### src/rtl/closest_hit_ctrl_if.sv
// Bus bundle between closest_hit_ctrl and its neighbours: ray generator,
// triangle memory, intersection unit and the shading stage.
interface closest_hit_ctrl_if #(
    parameter int TRI_ADDR_W = 12
);
    // Ray request from the ray generator
    logic                        i_ray_valid;
    logic                        o_ray_ready;
    logic [0:1][0:2][31:0]       i_ray;
    logic [TRI_ADDR_W-1:0]       i_tri_base;
    logic [TRI_ADDR_W:0]         i_tri_count;

    // Triangle memory read port, data returns one cycle after the strobe
    logic                        o_mem_rd_en;
    logic [TRI_ADDR_W-1:0]       o_mem_addr;
    logic [0:2][0:2][31:0]       i_mem_rdata;

    // Intersection unit issue and in-order response
    logic                        o_isect_en;
    logic [0:2][0:2][31:0]       o_isect_tri;
    logic [0:1][0:2][31:0]       o_isect_ray;
    logic                        i_isect_valid;
    logic                        i_isect_result;
    logic signed [31:0]          i_isect_t;

    // Closest-hit record towards shading
    logic                        o_hit_valid;
    logic                        i_hit_ready;
    logic                        o_hit;
    logic signed [31:0]          o_hit_t;
    logic [TRI_ADDR_W-1:0]       o_hit_idx;
    logic                        o_err;

    // Controller side
    modport slave (
        input  i_ray_valid, i_ray, i_tri_base, i_tri_count,
        input  i_mem_rdata, i_isect_valid, i_isect_result, i_isect_t, i_hit_ready,
        output o_ray_ready, o_mem_rd_en, o_mem_addr, o_isect_en, o_isect_tri,
        output o_isect_ray, o_hit_valid, o_hit, o_hit_t, o_hit_idx, o_err
    );

    // Environment side
    modport master (
        output i_ray_valid, i_ray, i_tri_base, i_tri_count,
        output i_mem_rdata, i_isect_valid, i_isect_result, i_isect_t, i_hit_ready,
        input  o_ray_ready, o_mem_rd_en, o_mem_addr, o_isect_en, o_isect_tri,
        input  o_isect_ray, o_hit_valid, o_hit, o_hit_t, o_hit_idx, o_err
    );
endinterface

### src/rtl/closest_hit_ctrl.sv
// Per-ray sequencer: streams a triangle range through the intersection unit,
// throttled by an outstanding-request budget, and reduces hits to the nearest.
module closest_hit_ctrl #(
    parameter int TRI_ADDR_W      = 12,
    parameter int MAX_OUTSTANDING = 16
) (
    input  logic              i_clk,
    input  logic              i_rst,
    closest_hit_ctrl_if.slave bus
);
    localparam int CNT_W = TRI_ADDR_W + 1;
    localparam int OUT_W = $clog2(MAX_OUTSTANDING + 1);

    typedef enum logic [1:0] {IDLE, ISSUE, DRAIN, DONE} state_t;

    state_t                 state;
    logic [0:1][0:2][31:0]  ray;
    logic [TRI_ADDR_W-1:0]  base;
    logic [CNT_W-1:0]       count;
    logic [CNT_W-1:0]       issue_cnt;
    logic [CNT_W-1:0]       resp_cnt;
    logic [OUT_W-1:0]       outstanding;
    logic signed [31:0]     best_t;
    logic [TRI_ADDR_W-1:0]  best_idx;
    logic                   hit;
    logic                   err;
    logic                   isect_en;

    logic rd_en, busy, resp_ok, stray, last_issue, last_resp, closer;

    // Outstanding covers the read in flight as well, so the budget holds
    // before the triangle ever reaches the intersection unit.
    assign rd_en      = (state == ISSUE) && (outstanding < OUT_W'(MAX_OUTSTANDING));
    assign busy       = (state == ISSUE) || (state == DRAIN);
    assign resp_ok    = bus.i_isect_valid && busy && (outstanding != '0);
    assign stray      = bus.i_isect_valid && !resp_ok;
    assign last_issue = (issue_cnt == count - CNT_W'(1));
    assign last_resp  = (resp_cnt == count - CNT_W'(1));
    // Strict less-than keeps the lower index on a tie
    assign closer     = bus.i_isect_result && (bus.i_isect_t < best_t);

    assign bus.o_ray_ready = (state == IDLE);
    assign bus.o_mem_rd_en = rd_en;
    assign bus.o_mem_addr  = base + issue_cnt[TRI_ADDR_W-1:0];
    assign bus.o_isect_en  = isect_en;
    assign bus.o_isect_tri = bus.i_mem_rdata;
    assign bus.o_isect_ray = ray;
    assign bus.o_hit_valid = (state == DONE);
    assign bus.o_hit       = hit;
    assign bus.o_hit_t     = best_t;
    assign bus.o_hit_idx   = best_idx;
    assign bus.o_err       = err;

    // NOTE: sequential state uses non-blocking assignments so every register
    // samples the pre-edge value of the others, independent of statement order.
    always_ff @(posedge i_clk) begin
        if (i_rst) begin
            state       <= IDLE;
            ray         <= '0;
            base        <= '0;
            count       <= '0;
            issue_cnt   <= '0;
            resp_cnt    <= '0;
            outstanding <= '0;
            best_t      <= 32'sh7FFF_FFFF;
            best_idx    <= '0;
            hit         <= 1'b0;
            err         <= 1'b0;
            isect_en    <= 1'b0;
        end else begin
            isect_en <= rd_en;
            if (stray)
                err <= 1'b1;

            if (rd_en)
                issue_cnt <= issue_cnt + CNT_W'(1);

            case ({rd_en, resp_ok})
                2'b10:   outstanding <= outstanding + OUT_W'(1);
                2'b01:   outstanding <= outstanding - OUT_W'(1);
                default: outstanding <= outstanding;
            endcase

            if (resp_ok) begin
                if (closer) begin
                    best_t   <= bus.i_isect_t;
                    best_idx <= resp_cnt[TRI_ADDR_W-1:0];
                    hit      <= 1'b1;
                end
                resp_cnt <= resp_cnt + CNT_W'(1);
            end

            case (state)
                IDLE: begin
                    if (bus.i_ray_valid) begin
                        ray       <= bus.i_ray;
                        base      <= bus.i_tri_base;
                        count     <= bus.i_tri_count;
                        best_t    <= 32'sh7FFF_FFFF;
                        best_idx  <= '0;
                        hit       <= 1'b0;
                        issue_cnt <= '0;
                        resp_cnt  <= '0;
                        state     <= (bus.i_tri_count == '0) ? DONE : ISSUE;
                    end
                end
                ISSUE: if (rd_en && last_issue) state <= DRAIN;
                DRAIN: if (resp_ok && last_resp) state <= DONE;
                DONE:  if (bus.i_hit_ready)     state <= IDLE;
                default: state <= IDLE;
            endcase
        end
    end
endmodule

### src/flat_wrapper.sv
// flat-port wrapper written by rule: the top's interface ports become plain ports
module closest_hit_ctrl_flat 
#(
    parameter int TRI_ADDR_W      = 12,
    parameter int MAX_OUTSTANDING = 16
)
  (i_clk, i_rst, bus_i_ray_valid, bus_i_ray, bus_i_tri_base, bus_i_tri_count, bus_i_mem_rdata, bus_i_isect_valid, bus_i_isect_result, bus_i_isect_t, bus_i_hit_ready, bus_o_ray_ready, bus_o_mem_rd_en, bus_o_mem_addr, bus_o_isect_en, bus_o_isect_tri, bus_o_isect_ray, bus_o_hit_valid, bus_o_hit, bus_o_hit_t, bus_o_hit_idx, bus_o_err);
  closest_hit_ctrl_if #(.TRI_ADDR_W(TRI_ADDR_W)) bus_i ();
  input  logic i_clk;
  input  logic i_rst;
  input wire logic [$bits(bus_i.i_ray_valid)-1:0] bus_i_ray_valid;
  input wire logic [$bits(bus_i.i_ray)-1:0] bus_i_ray;
  input wire logic [$bits(bus_i.i_tri_base)-1:0] bus_i_tri_base;
  input wire logic [$bits(bus_i.i_tri_count)-1:0] bus_i_tri_count;
  input wire logic [$bits(bus_i.i_mem_rdata)-1:0] bus_i_mem_rdata;
  input wire logic [$bits(bus_i.i_isect_valid)-1:0] bus_i_isect_valid;
  input wire logic [$bits(bus_i.i_isect_result)-1:0] bus_i_isect_result;
  input wire logic [$bits(bus_i.i_isect_t)-1:0] bus_i_isect_t;
  input wire logic [$bits(bus_i.i_hit_ready)-1:0] bus_i_hit_ready;
  output wire logic [$bits(bus_i.o_ray_ready)-1:0] bus_o_ray_ready;
  output wire logic [$bits(bus_i.o_mem_rd_en)-1:0] bus_o_mem_rd_en;
  output wire logic [$bits(bus_i.o_mem_addr)-1:0] bus_o_mem_addr;
  output wire logic [$bits(bus_i.o_isect_en)-1:0] bus_o_isect_en;
  output wire logic [$bits(bus_i.o_isect_tri)-1:0] bus_o_isect_tri;
  output wire logic [$bits(bus_i.o_isect_ray)-1:0] bus_o_isect_ray;
  output wire logic [$bits(bus_i.o_hit_valid)-1:0] bus_o_hit_valid;
  output wire logic [$bits(bus_i.o_hit)-1:0] bus_o_hit;
  output wire logic [$bits(bus_i.o_hit_t)-1:0] bus_o_hit_t;
  output wire logic [$bits(bus_i.o_hit_idx)-1:0] bus_o_hit_idx;
  output wire logic [$bits(bus_i.o_err)-1:0] bus_o_err;
  assign bus_i.i_ray_valid = bus_i_ray_valid;
  assign bus_i.i_ray = bus_i_ray;
  assign bus_i.i_tri_base = bus_i_tri_base;
  assign bus_i.i_tri_count = bus_i_tri_count;
  assign bus_i.i_mem_rdata = bus_i_mem_rdata;
  assign bus_i.i_isect_valid = bus_i_isect_valid;
  assign bus_i.i_isect_result = bus_i_isect_result;
  assign bus_i.i_isect_t = bus_i_isect_t;
  assign bus_i.i_hit_ready = bus_i_hit_ready;
  assign bus_o_ray_ready = bus_i.o_ray_ready;
  assign bus_o_mem_rd_en = bus_i.o_mem_rd_en;
  assign bus_o_mem_addr = bus_i.o_mem_addr;
  assign bus_o_isect_en = bus_i.o_isect_en;
  assign bus_o_isect_tri = bus_i.o_isect_tri;
  assign bus_o_isect_ray = bus_i.o_isect_ray;
  assign bus_o_hit_valid = bus_i.o_hit_valid;
  assign bus_o_hit = bus_i.o_hit;
  assign bus_o_hit_t = bus_i.o_hit_t;
  assign bus_o_hit_idx = bus_i.o_hit_idx;
  assign bus_o_err = bus_i.o_err;
  closest_hit_ctrl #(.TRI_ADDR_W(TRI_ADDR_W), .MAX_OUTSTANDING(MAX_OUTSTANDING)) u_core (.i_clk(i_clk), .i_rst(i_rst), .bus(bus_i));
endmodule
### config.mk
export PLATFORM = sky130hd
export DESIGN_NAME = closest_hit_ctrl_flat
export DESIGN_NICKNAME = d
export VERILOG_FILES = /design/src/rtl/closest_hit_ctrl_if.sv /design/src/rtl/closest_hit_ctrl.sv /design/src/flat_wrapper.sv
export SDC_FILE = /design/constraint.sdc
export NUM_CORES = 1
export LEC_CHECK = 0
export ABC_AREA = 1
export CORE_AREA = 2 2 426 428
export CTS_BUF_LIST = sky130_fd_sc_hd__clkbuf_4 sky130_fd_sc_hd__clkbuf_8
export CTS_CLUSTER_SIZE = 8
export DETAILED_ROUTE_END_ITERATION = 8
export DIE_AREA = 0 0 428 430
export PLACE_DENSITY = 0.31
export SETUP_SLACK_MARGIN = 0.1
export SYNTH_ARGS = -nofsm -noshare
export SYNTH_HDL_FRONTEND = slang
export SYNTH_SLANG_ARGS = --single-unit
### constraint.sdc
create_clock -name i_clk -period 3.4 [get_ports i_clk]
set_clock_uncertainty 0.1 [all_clocks]
set_input_delay 0.68 -clock i_clk [delete_from_list [all_inputs] [get_ports i_clk]]
set_output_delay 0.68 -clock i_clk [all_outputs]
set_load 0.01 [all_outputs]
# After elaboration in Yosys (flattened, before gate mapping)
# Index checks and enable logic that the tools add are counted.
dict set report totals {
  reg_bits 297
  input_bits 543
  output_inout_bits 542
  elab_cells 76
}
dict set report op_classes {
  add_sub_neg 6
  n_lt_le_gt_ge 2
  n_eq_ne 11
  muxes 25
  reduce_logical 15
}
# operator count
set ops {}
lappend ops {{$mux 32} 4}
lappend ops {{$mux 13} 6}
lappend ops {{$mux 12} 4}
lappend ops {{$lt 32x32->1} 1}
lappend ops {{$add 13x1->13 const B} 2}
lappend ops {{$eq 13x13->1} 2}
lappend ops {{$logic_not 13->1} 1}
lappend ops {{$sub 13x1->13 const B} 1}
lappend ops {{$add 12x12->12} 1}
lappend ops {{$mux 2} 5}
lappend ops {{$pmux 5 s2} 1}
lappend ops {{$ne 2x2->1 const B} 4}
lappend ops {{$pmux 2 s4} 1}
lappend ops {{$logic_and 1x1->1} 7}
lappend ops {{$eq 2x2->1 const B} 3}
lappend ops {{$add 5x1->5 const B} 1}
lappend ops {{$lt 5x5->1 const B} 1}
lappend ops {{$reduce_bool 5->1} 1}
lappend ops {{$sub 5x1->5 const B} 1}
lappend ops {{$eq 2x1->1 const B} 2}
lappend ops {{$mux 1} 4}
lappend ops {{$reduce_and 4->1} 1}
lappend ops {{$logic_not 2->1} 1}
lappend ops {{$reduce_and 2->1} 1}
lappend ops {{3 further kinds} 3}

# Longest topological paths before layout
# Gate-level depths: netlist of run 1.
dict set report depth {
  word_depth 7
  ltp_mapped 18
}

# Least setup slack after synthesis of run 1
# No wires, ideal clock.
dict set report synth_timing {
  kind {register to output}
  startpoint {register u_core.issue_cnt[0]}
  endpoint {output bus_o_mem_addr[10]}
  arrival_ns 1.987
  slack_ns 0.633
  path_stages_with_launch 11
  n_path_buf 0
  path_cell_list {dfxtp_1 -> ha_1 -> inv_1 -> fa_1 -> o31ai_1 -> nand2_1 -> o211ai_1 -> a21oi_1 -> nor2_1 -> nor2_1 -> xnor2_1}
}
dict set report synth_via {
  elab_chain_len 1
}
# element line_no
set synth_lines {}
lappend synth_lines {{start: declaration} closest_hit_ctrl.sv:20} ;# logic [CNT_W-1:0] issue_cnt;
lappend synth_lines {{start signal: assignment} closest_hit_ctrl.sv:76} ;# issue_cnt <= issue_cnt + CNT_W'(1);
lappend synth_lines {{$add 12x12->12} closest_hit_ctrl.sv:44} ;# assign bus.o_mem_addr = base + issue_cnt[TRI_ADDR_W-1:0];
lappend synth_lines {{end: declaration} flat_wrapper.sv:22} ;# output wire logic [$bits(bus_i.o_mem_addr)-1:0] bus_o_mem_addr;
# Every way passes these cells.

# Worst setup path after layout of run 1
# Ends and elaborated chain as after synthesis.

==> impl_metrics.yaml, run 1 <==
clock_network:
  clkLatencyLatePin_ns: 0.76
  cts_htree_levels: 3
  cts_buffers: 72
  cts_root_buf: "clkbuf_8"
  hold_buffers: 0
  cts.path.max_buffers: 3
  cts.sink_count: 297
  path_clk_slew_ns: 0.05
  cts_tree: "yes"
floorplan:
  die_height_um: 430
  core-area_sq_um: 180000
  start_util_pct: 8.38
  die_w_um: 428
  rows: 156
  boundaryPins: 1085
  die_area_sq_um: 184000
place:
  gp_congestion: 0.757
  io_buffers: 508
  place_ws_ns: 0.00465
  post-dp-hpwl_mm: 67.3
  dpl.cell_count: 4586
logic_synthesis:
  synth_area_sq_um: 15100
  avgSynthCellArea_sq_um: 7.35
  async_reset_ff_share_pct: 0
  ys_types: 40
  syn_inst: 2050
  synth_seq_area_share_pct: 39.5
  syn_nets: 2648
  synth-seq-cells: 297
  synth_warnings: 0
  synth_flop_cell: "dfxtp_1"
  synth-edff-count: 0
global_routing:
  track_usage_pct: 9.08
  global_route.usage.met1_pct: 9.97
  antenna_found_initial: 17
  busiest_layer: "met2"
  overflow: 0
  grt_max_degree: 107
  grt_pass1_vias: 14100
  grt_pass1_wl_mm: 117
  use_met2_pct: 13.1
  grtUsageMet3_pct: 7.03
critical_path:
  r2r-start: "u_core.state[0]"
  crit_type: "register to output pin"
  cp-end-kind: "output pin"
  critPathLaunchType: "register"
  r2r_cells: 16
  cp_data_arrival_time_ns: 2.71
  max_stage_delay_ns: 0.36
  worst-endpoint-required_ns: 2.62
  slowest_stage: "fa_2"
  rr_endpoint: "u_core.outstanding[4]"
  path_cells: "ha_4 > inv_2 > fa_2 > o31ai_4 > buf_6 > nand2_2 > o211ai_1 > a21oi_1 > nor2_1 > nor2_1 > xnor2_1 > buf_4"
  r2r_slack_ns: 0.71
  cpMostUsedCell: "nor2_1"
  crit_fanout: 2
finish:
  layout.cells.non_filler: 4725
  fill_cells: 20700
  final_common_cell: "nor2_1"
  syn2layout_area_growth_pct: 51.5
  drive_above_1_share_pct: 10.9
  nets: 2894
  mostFrequentLayoutCells: "nor2_1, clkdlybuf4s50_1, dfxtp_1"
  fin_util_pct: 12.7
power:
  p_leak_nw: 8.72
  power_frac_clock_pct: 31.7
  finalPower_mw: 15.1
  power_frac_seq_pct: 31.5
  power_density_nw_per_um2: 660
  p_switching_mw: 5.67
  combPwrFrac_pct: 36.8
  vdd_ir_drop_max_mv: 0.307
  switching_share_pct: 37.6
  internal_power_mw: 9.40
sta:
  fin_tns_setup_ns: -0.0873
  fin_ws_ns: -0.0873
  max_freq_mhz: 287
  relSlewSlack_pct: 51.2
  setup-violations-final: 1
  tightestPinTransition_ns: 0.731
  min_period_ns: 3.49
  grt_setup_unrepaired: "yes"
  report.final.slew_viol_count: 0
  hold_violations: 0
  fin_crit_sh_pct: 103
detailed_routing:
  vias_per_cell: 2.99
  wl_per_cell_um: 18.2
  finalWirelength_mm: 86.0
  vias: 14100
  drtIter0Drc: 706
  ant_nets: 0
  drc: 0
  dr.pass1.iters: 5
flow_run:
  cap_viol_max_count: 0
min_path:
  hp-class: "register to register"
  hold_end: "u_core.bus.o_isect_ray[9]"
  holdCritStartpoint: "u_core.bus.o_isect_ray[9]"
  min_path_cells: 2
status:
  run_status: "finished, violations left"
  violations: "setup timing"
## power by group through the flow
stage	clock [mW]	sequential [mW]	combinational (mW)
2_1_floorplan	0	5.05	2.68
3_3_place_gp	0	4.79	5.68
3_5_place_dp	0	4.81	5.64
4_1_cts	5.10	4.76	5.68
5_1_grt	5.23	4.85	6.18
6_report	4.77	4.75	5.54
## synth_stat cells, types with 17 or more instances
master	instances	area, sq um
nor2_1	502	1880
dfxtp_1	297	5950
buf_4	290	2180
o21ai_0	238	1190
nand2_1	171	642
inv_1	112	420
nand3_1	85	425
clkbuf_1	84	315
a21oi_1	65	325
nand4_1	59	369
ha_1	53	663
xor2_1	17	149
## logic make-up (layout without fill, tap and decap cells)
| group | count (synthesis) | after routing | share of synthesized area (%) |
|---|---|---|---|
| AND/OR/NAND/NOR | 858 | 858 | 24.1 |
| XOR/XNOR | 22 | 22 | 1.28 |
| flip-flops | 297 | 297 | 39.5 |
| other | 0 | 5 | 0 |
| AO/OA/AOI/OAI | 316 | 316 | 10.7 |
| adder cells (fa/ha/maj) | 55 | 55 | 4.67 |
| buffers and inverters | 502 | 802 | 19.8 |
## sequential cells by signal, summed over array words and instances, names as in the netlist
name / flops
u_core.bus.o_isect_ray: 192
u_core.bus.o_hit_t: 32
u_core.count: 13
u_core.issue_cnt: 13
u_core.resp_cnt: 13
u_core.base: 12
u_core.bus.o_hit_idx: 12
u_core.outstanding: 5
u_core.state: 2
u_core.bus.o_err: 1
u_core.bus.o_hit: 1
u_core.bus.o_isect_en: 1
## layer usage
metal	wire (um)	vias to the layer above	share of wire, %
li1	-	6842	-
met1	34100	6342	40
met2	35900	769	42
met3	13200	178	15
met4	2210	14	2.6
met5	709	-	0.82
## worst max-delay path: cells and delay by family (launching register included)
kind | cells | cell delay, ns
flops | 1 | 0.35
buf+inv | 3 | 0.34
fa+ha+maj | 2 | 0.50
compound gates | 3 | 0.39
simple gates | 3 | 0.17
xor+xnor | 1 | 0.20
## cell type report
class                   instances  area, sq um  area share [%]
diodes                          5         12.5          0.0548
clock buffers                 110         1360            5.97
clock inverters                18          179           0.784
inverters                     118          453            1.98
multi-input cells            1251         6330            27.7
flip-flops and latches        297         5960            26.1
well taps                    2370         2970            13.0
repair buffers                556         5570            24.4
## worst max path at each step
stage,from,to,depth (start not counted)
final,u_core.issue_cnt[0],bus_o_mem_addr[10],12
after global routing,u_core.issue_cnt[0],bus_o_mem_addr[10],12
after CTS,u_core.issue_cnt[0],bus_o_mem_addr[10],12
after detailed placement,u_core.issue_cnt[0],bus_o_mem_addr[10],12
after global placement,u_core.issue_cnt[0],bus_o_mem_addr[10],12
after floorplan,u_core.issue_cnt[0],bus_o_mem_addr[10],10
## through the flow
| stage | cell area (sq um) | hold slack, ns |
|---|---|---|
| floorplan | 15100 | 0.344 |
| global route | 22800 | 0.347 |
| finish | 22800 | 0.376 |
| detailed placement | 21000 | 0.370 |
| global placement | 21000 | 0.363 |
| CTS | 22700 | 0.272 |
## repair_timing
| item | 4_1_cts | 5_1_grt |
|---|---|---|
| resized for setup | 73 | 23 |
| setup buffers | 3 | 5 |
| pin swaps | 6 | 4 |
| endpoints found under the setup margin | 12 | 8 |
Note: power is estimated with default switching activity, not from simulation.
==> run 2: changes to the inputs <==
Settings changed: REMOVE_ABC_BUFFERS set to 1.
==> run 2 against run 1 <==
  * The run still ends with setup timing left
  * Cell count rose by 0.11%
  * Clock power is 4% higher
  * Critical path depth did not move
  * Clock-buffer cell count is 4 lower
==> impl_metrics.yaml, run 2 (synthesis results as in run 1) <==
place:
  post-dp-hpwl_mm: 148
  io_buffers: 508
  place_ws_ns: 0.0410
  gp_congestion: 0.915
  dpl.cell_count: 4601
finish:
  fin_util_pct: 12.7
  final_common_cell: "nor2_1"
  layout.cells.non_filler: 4730
  syn2layout_area_growth_pct: 51.7
  largest_register_ffs: 192
  seq_area_sq_um: 5960
  multi_input_area_sq_um: 6310
  drive_above_1_share_pct: 10.8
  nets: 2907
  fill_cells: 20700
  mostFrequentLayoutCells: "nor2_1, clkdlybuf4s50_1, dfxtp_1"
clock_network:
  cts.path.max_buffers: 3
  clkLatencyLatePin_ns: 0.78
  hold_buffers: 0
  cts_buffers: 72
  cts_htree_levels: 3
  cts.sink_count: 297
  cts_root_buf: "clkbuf_8"
  path_clk_slew_ns: 0.06
  cts_tree: "yes"
power:
  p_switching_mw: 5.76
  vdd_ir_drop_max_mv: 0.336
  p_leak_nw: 8.76
  finalPower_mw: 15.3
  switching_share_pct: 37.6
  internal_power_mw: 9.58
  power_frac_seq_pct: 30.9
  power_density_nw_per_um2: 671
  combPwrFrac_pct: 36.9
  power_frac_clock_pct: 32.2
global_routing:
  grt_pass1_wl_mm: 207
  antenna_found_initial: 12
  grt_pass1_vias: 15000
  overflow: 0
  track_usage_pct: 18.4
  grt_max_degree: 109
critical_path:
  r2r-start: "u_core.state[0]"
  critPathLaunchType: "register"
  crit_type: "register to output pin"
  worst-endpoint-required_ns: 2.62
  cp_data_arrival_time_ns: 2.70
  crit_fanout: 2
  crit_start: "u_core.issue_cnt[0]"
  cp-end-kind: "output pin"
floorplan:
  rows: 156
  start_util_pct: 8.38
  die_w_um: 428
  die_height_um: 430
  die_area_sq_um: 184000
  core-area_sq_um: 180000
  boundaryPins: 1085
sta:
  fin_ws_ns: -0.0769
  max_freq_mhz: 288
  hold_violations: 0
  worst_hold_slack_ns: 0.372
  relSlewSlack_pct: 54.0
  min_period_ns: 3.48
  tightestPinTransition_ns: 0.690
  setup-violations-final: 3
  fin_crit_sh_pct: 102
  grt_setup_unrepaired: "yes"
  report.final.slew_viol_count: 0
min_path:
  hp-class: "register to register"
  holdCritStartpoint: "u_core.bus.o_err"
detailed_routing:
  dr.pass1.iters: 5
  finalWirelength_mm: 174
  drc: 0
  vias_per_cell: 3.26
  vias: 15400
  ant_nets: 0
  drtIter0Drc: 1153
  wl_per_cell_um: 36.7
status:
  run_status: "finished, violations left"
  violations: "setup timing"
flow_run:
  cap_viol_max_count: 0
## run 2: changes by cell type in the layout (fill, tap and decap cells not counted), moves of 3 or more
cell / before / now
dfxtp_2: 8 / 5
buf_4: 37 / 54
bufinv_16: 1 / 5
clkinv_2: 8 / 5
buf_6: 8 / 3
buf_12: 10 / 7
inv_8: 4 / 0
clkbuf_8: 86 / 83
buf_2: 0 / 4
## run 2: per-layer routing
| layer | GRT usage (%) | share of wire, % | vias up |
|---|---|---|---|
| li1 | - | - | 6850 |
| met1 | 12.7 | 26 | 6681 |
| met2 | 24.2 | 37 | 1636 |
| met3 | 28.9 | 32 | 192 |
| met4 | 4.56 | 2.5 | 44 |
| met5 | 13.5 | 2.0 | - |
## run 2: critical path: stages (launching register included)
cell and delay [ns]:
dfxtp_2 0.35, ha_4 0.13, inv_2 0.03, fa_2 0.35
o31ai_2 0.19, buf_4 0.17, nand2_2 0.05, o211ai_1 0.11
a21oi_1 0.10, nor2_1 0.09, nor2_1 0.06, xnor2_1 0.12
buf_2 0.17
## run 2: cell type report
type                            instances  share of cell area [%]
Multi-Input combinational cell       1251                    27.6
Timing Repair Buffer                  569                    24.6
Clock buffer                          106                    5.76
Sequential cell                       297                    26.1
Tap cell                             2370                    13.0
Inverter                              118                    1.98
Antenna cell                            4                  0.0438
Clock inverter                         15                    1.01
## run 2: per-stage QoR
stage / area [sq um] / setup TNS [ns]
detailed placement: 21100 / 0
finish: 22800 / -0.115
floorplan: 12500 / -1560.41
CTS: 22800 / -0.867
global route: 22800 / -0.785
global placement: 21100 / -0.0656
## run 2: worst paths after layout
| check | to | cells past startpoint | slack, ns |
|---|---|---|---|
| max | bus_o_mem_addr[10] | 12 | -0.08 |
| min | u_core.bus.o_err | 2 | 0.37 |
| max reg2reg | u_core.outstanding[4] | 16 | 0.61 |
| min reg2reg | u_core.bus.o_err | 2 | 0.37 |
## run 2: repair_timing
action                                 CTS  global route
gates resized for setup                 74             7
endpoints found under the hold margin    0             0
pin swaps                               11             6
setup endpoints to repair               13             6
buffers inserted                         5             1
gates cloned                             0             0
## run 2: power by group through the flow
| stage | Sequential, mW | Clock, mW | Combinational, mW |
|---|---|---|---|
| 5_1_grt | 4.84 | 5.32 | 6.30 |
| 6_report | 4.74 | 4.94 | 5.66 |
| 3_3_place_gp | 4.77 | 0 | 5.80 |
| 4_1_cts | 4.74 | 5.24 | 5.81 |
| 3_5_place_dp | 4.79 | 0 | 5.77 |
| 2_1_floorplan | 5.05 | 0 | 2.35 |
==> run 3: changes to the inputs <==
Settings changed: CORE_AREA 2 2 426 428 to 2 2 419 421, DIE_AREA 0 0 428 430 to 0 0 421 423, PLACE_DENSITY 0.31 to 0.32.
==> run 3 against run 2 <==
  * The flow still finishes with violations (setup timing)
  * Sequential power barely moved
  * Sequential share of layout area is 0.16 points lower
  * Maximum frequency down 2.8%
  * Non-clock buffer count unchanged
  * Power is essentially flat
  * Critical endpoint unchanged
==> impl_metrics.yaml, run 3 (synthesis results as in run 1) <==
status:
  run_status: "finished, violations left"
  violations: "setup timing"
critical_path:
  crit_fanout: 2
  rr_endpoint: "u_core.outstanding[4]"
  max_stage_delay_ns: 0.36
  cpMostUsedCell: "nor2_1"
  slowest_stage: "dfxtp_2"
  r2r_cells: 16
  crit_type: "register to output pin"
  cp_data_arrival_time_ns: 2.80
  critPathLaunchType: "register"
  r2r-start: "u_core.state[0]"
  path_cells: "ha_4 > inv_2 > fa_2 > o31ai_2 > buf_4 > nand2_2 > o211ai_1 > a21oi_1 > nor2_1 > nor2_1 > xnor2_2 > buf_2"
  cp-end-kind: "output pin"
  worst-endpoint-required_ns: 2.62
  r2r_slack_ns: 0.64
finish:
  largest_register_ffs: 192
  drive_above_1_share_pct: 11.6
  fill_cells: 20000
  nets: 2910
  final_common_cell: "nor2_1"
  mostFrequentLayoutCells: "nor2_1, clkdlybuf4s50_1, dfxtp_1"
  syn2layout_area_growth_pct: 52.7
place:
  post-dp-hpwl_mm: 146
  io_buffers: 508
  gp_congestion: 0.937
power:
  finalPower_mw: 15.3
  power_density_nw_per_um2: 666
  vdd_ir_drop_max_mv: 0.317
  p_leak_nw: 8.82
sta:
  max_freq_mhz: 280
  relSlewSlack_pct: 52.6
  setup-violations-final: 4
  grt_setup_unrepaired: "yes"
  worst_hold_slack_ns: 0.377
  tightestPinTransition_ns: 0.712
  report.final.slew_viol_count: 0
  fin_crit_sh_pct: 105
  min_period_ns: 3.58
  fin_ws_ns: -0.177
  hold_violations: 0
clock_network:
  cts_tree: "yes"
  cts.sink_count: 297
  clkLatencyLatePin_ns: 0.76
  hold_buffers: 0
  cts_htree_levels: 3
  path_clk_slew_ns: 0.07
  cts.path.max_buffers: 3
  cts_root_buf: "clkbuf_8"
  cts_buffers: 75
floorplan:
  rows: 153
  start_util_pct: 8.69
  boundaryPins: 1085
  die_area_sq_um: 178000
  die_w_um: 421
  die_height_um: 423
  core-area_sq_um: 173000
min_path:
  min_path_cells: 2
  holdCritStartpoint: "u_core.bus.o_err"
  hp-class: "register to register"
  hold_end: "u_core.bus.o_err"
detailed_routing:
  drc: 0
  vias: 15600
  finalWirelength_mm: 170
  wl_per_cell_um: 36.1
  drtIter0Drc: 1173
  ant_nets: 0
  vias_per_cell: 3.33
  dr.pass1.iters: 7
global_routing:
  grt_pass1_wl_mm: 202
  grt_pass1_vias: 14600
  antenna_found_initial: 18
  overflow: 0
  grt_max_degree: 118
  track_usage_pct: 18.4
flow_run:
  cap_viol_max_count: 0
==> run 3: changes by cell type in the layout (fill, tap and decap cells not counted), moves of 4 or more <==
cell | previous run | this run
clkbuf_8 | 83 | 93
diode_2 | 4 | 9
buf_4 | 54 | 50
ha_1 | 47 | 43
ha_4 | 5 | 9
==> run 3: layout make-up <==
| cell class | count | area (sq um) | area share, % |
|---|---|---|---|
| Inverter | 118 | 453 | 1.97 |
| Sequential cell | 297 | 5960 | 25.9 |
| Tap cell | 2325 | 2910 | 12.6 |
| Timing Repair Buffer | 569 | 5670 | 24.6 |
| Clock buffer | 118 | 1470 | 6.38 |
| Multi-Input combinational cell | 1251 | 6390 | 27.8 |
| Antenna cell | 9 | 22.5 | 0.0979 |
| Clock inverter | 13 | 131 | 0.571 |
==> run 3: where the power goes <==
group	internal, mW	leakage, nW	switching (mW)
clock	2.88	0.855	2.03
combinational	2.49	5.52	3.17
sequential	4.28	2.45	0.478
==> run 3: worst max path at each step <==
stage / endpoint / startpoint
2_1_floorplan: u_core.resp_cnt[9] / u_core.state[0]
3_3_place_gp: bus_o_mem_addr[10] / u_core.issue_cnt[0]
3_5_place_dp: bus_o_mem_addr[10] / u_core.issue_cnt[0]
4_1_cts: bus_o_mem_addr[10] / u_core.base[0]
5_1_grt: bus_o_mem_addr[10] / u_core.base[0]
6_report: bus_o_mem_addr[10] / u_core.base[0]
==> run 3: stage by stage <==
step	cells	setup TNS [ns]	utilization [%]	area (sq um)	worst slack [ns]
2_1_floorplan	1666	-1560.41	-	12500	-8.00
3_3_place_gp	4550	-0.132	12.2	21100	-0.132
3_5_place_dp	4550	-0.103	12.2	21100	-0.103
4_1_cts	4684	-0.776	13.1	22700	-0.374
5_1_grt	4695	-1.16	13.3	23000	-0.389
6_report	4700	-0.446	13.3	23000	-0.177
==> run 3: worst max-delay path, delay by kind of cell (launching register included) <==
family	cells	cell delay, ns
fa+ha+maj	2	0.49
compound gates	3	0.44
buf+inv	3	0.37
flops	1	0.36
simple gates	3	0.20
xor+xnor	1	0.18
==> run 3: metal layers <==
layer | global-route usage, % | vias up | share of wire, % | routed length [um]
li1 | - | 6883 | - | -
met1 | 13.2 | 6813 | 26 | 44300
met2 | 24.6 | 1717 | 38 | 64600
met3 | 28.8 | 203 | 33 | 55400
met4 | 3.46 | 32 | 1.9 | 3190
met5 | 10.8 | - | 1.3 | 2130
==> run 3: timing repair <==
item                       in CTS  in global routing
setup endpoints to repair      13                 10
pin swaps                      10                 19
cloned                          0                  0
setup buffers                   4                  8
resized for setup              63                 37
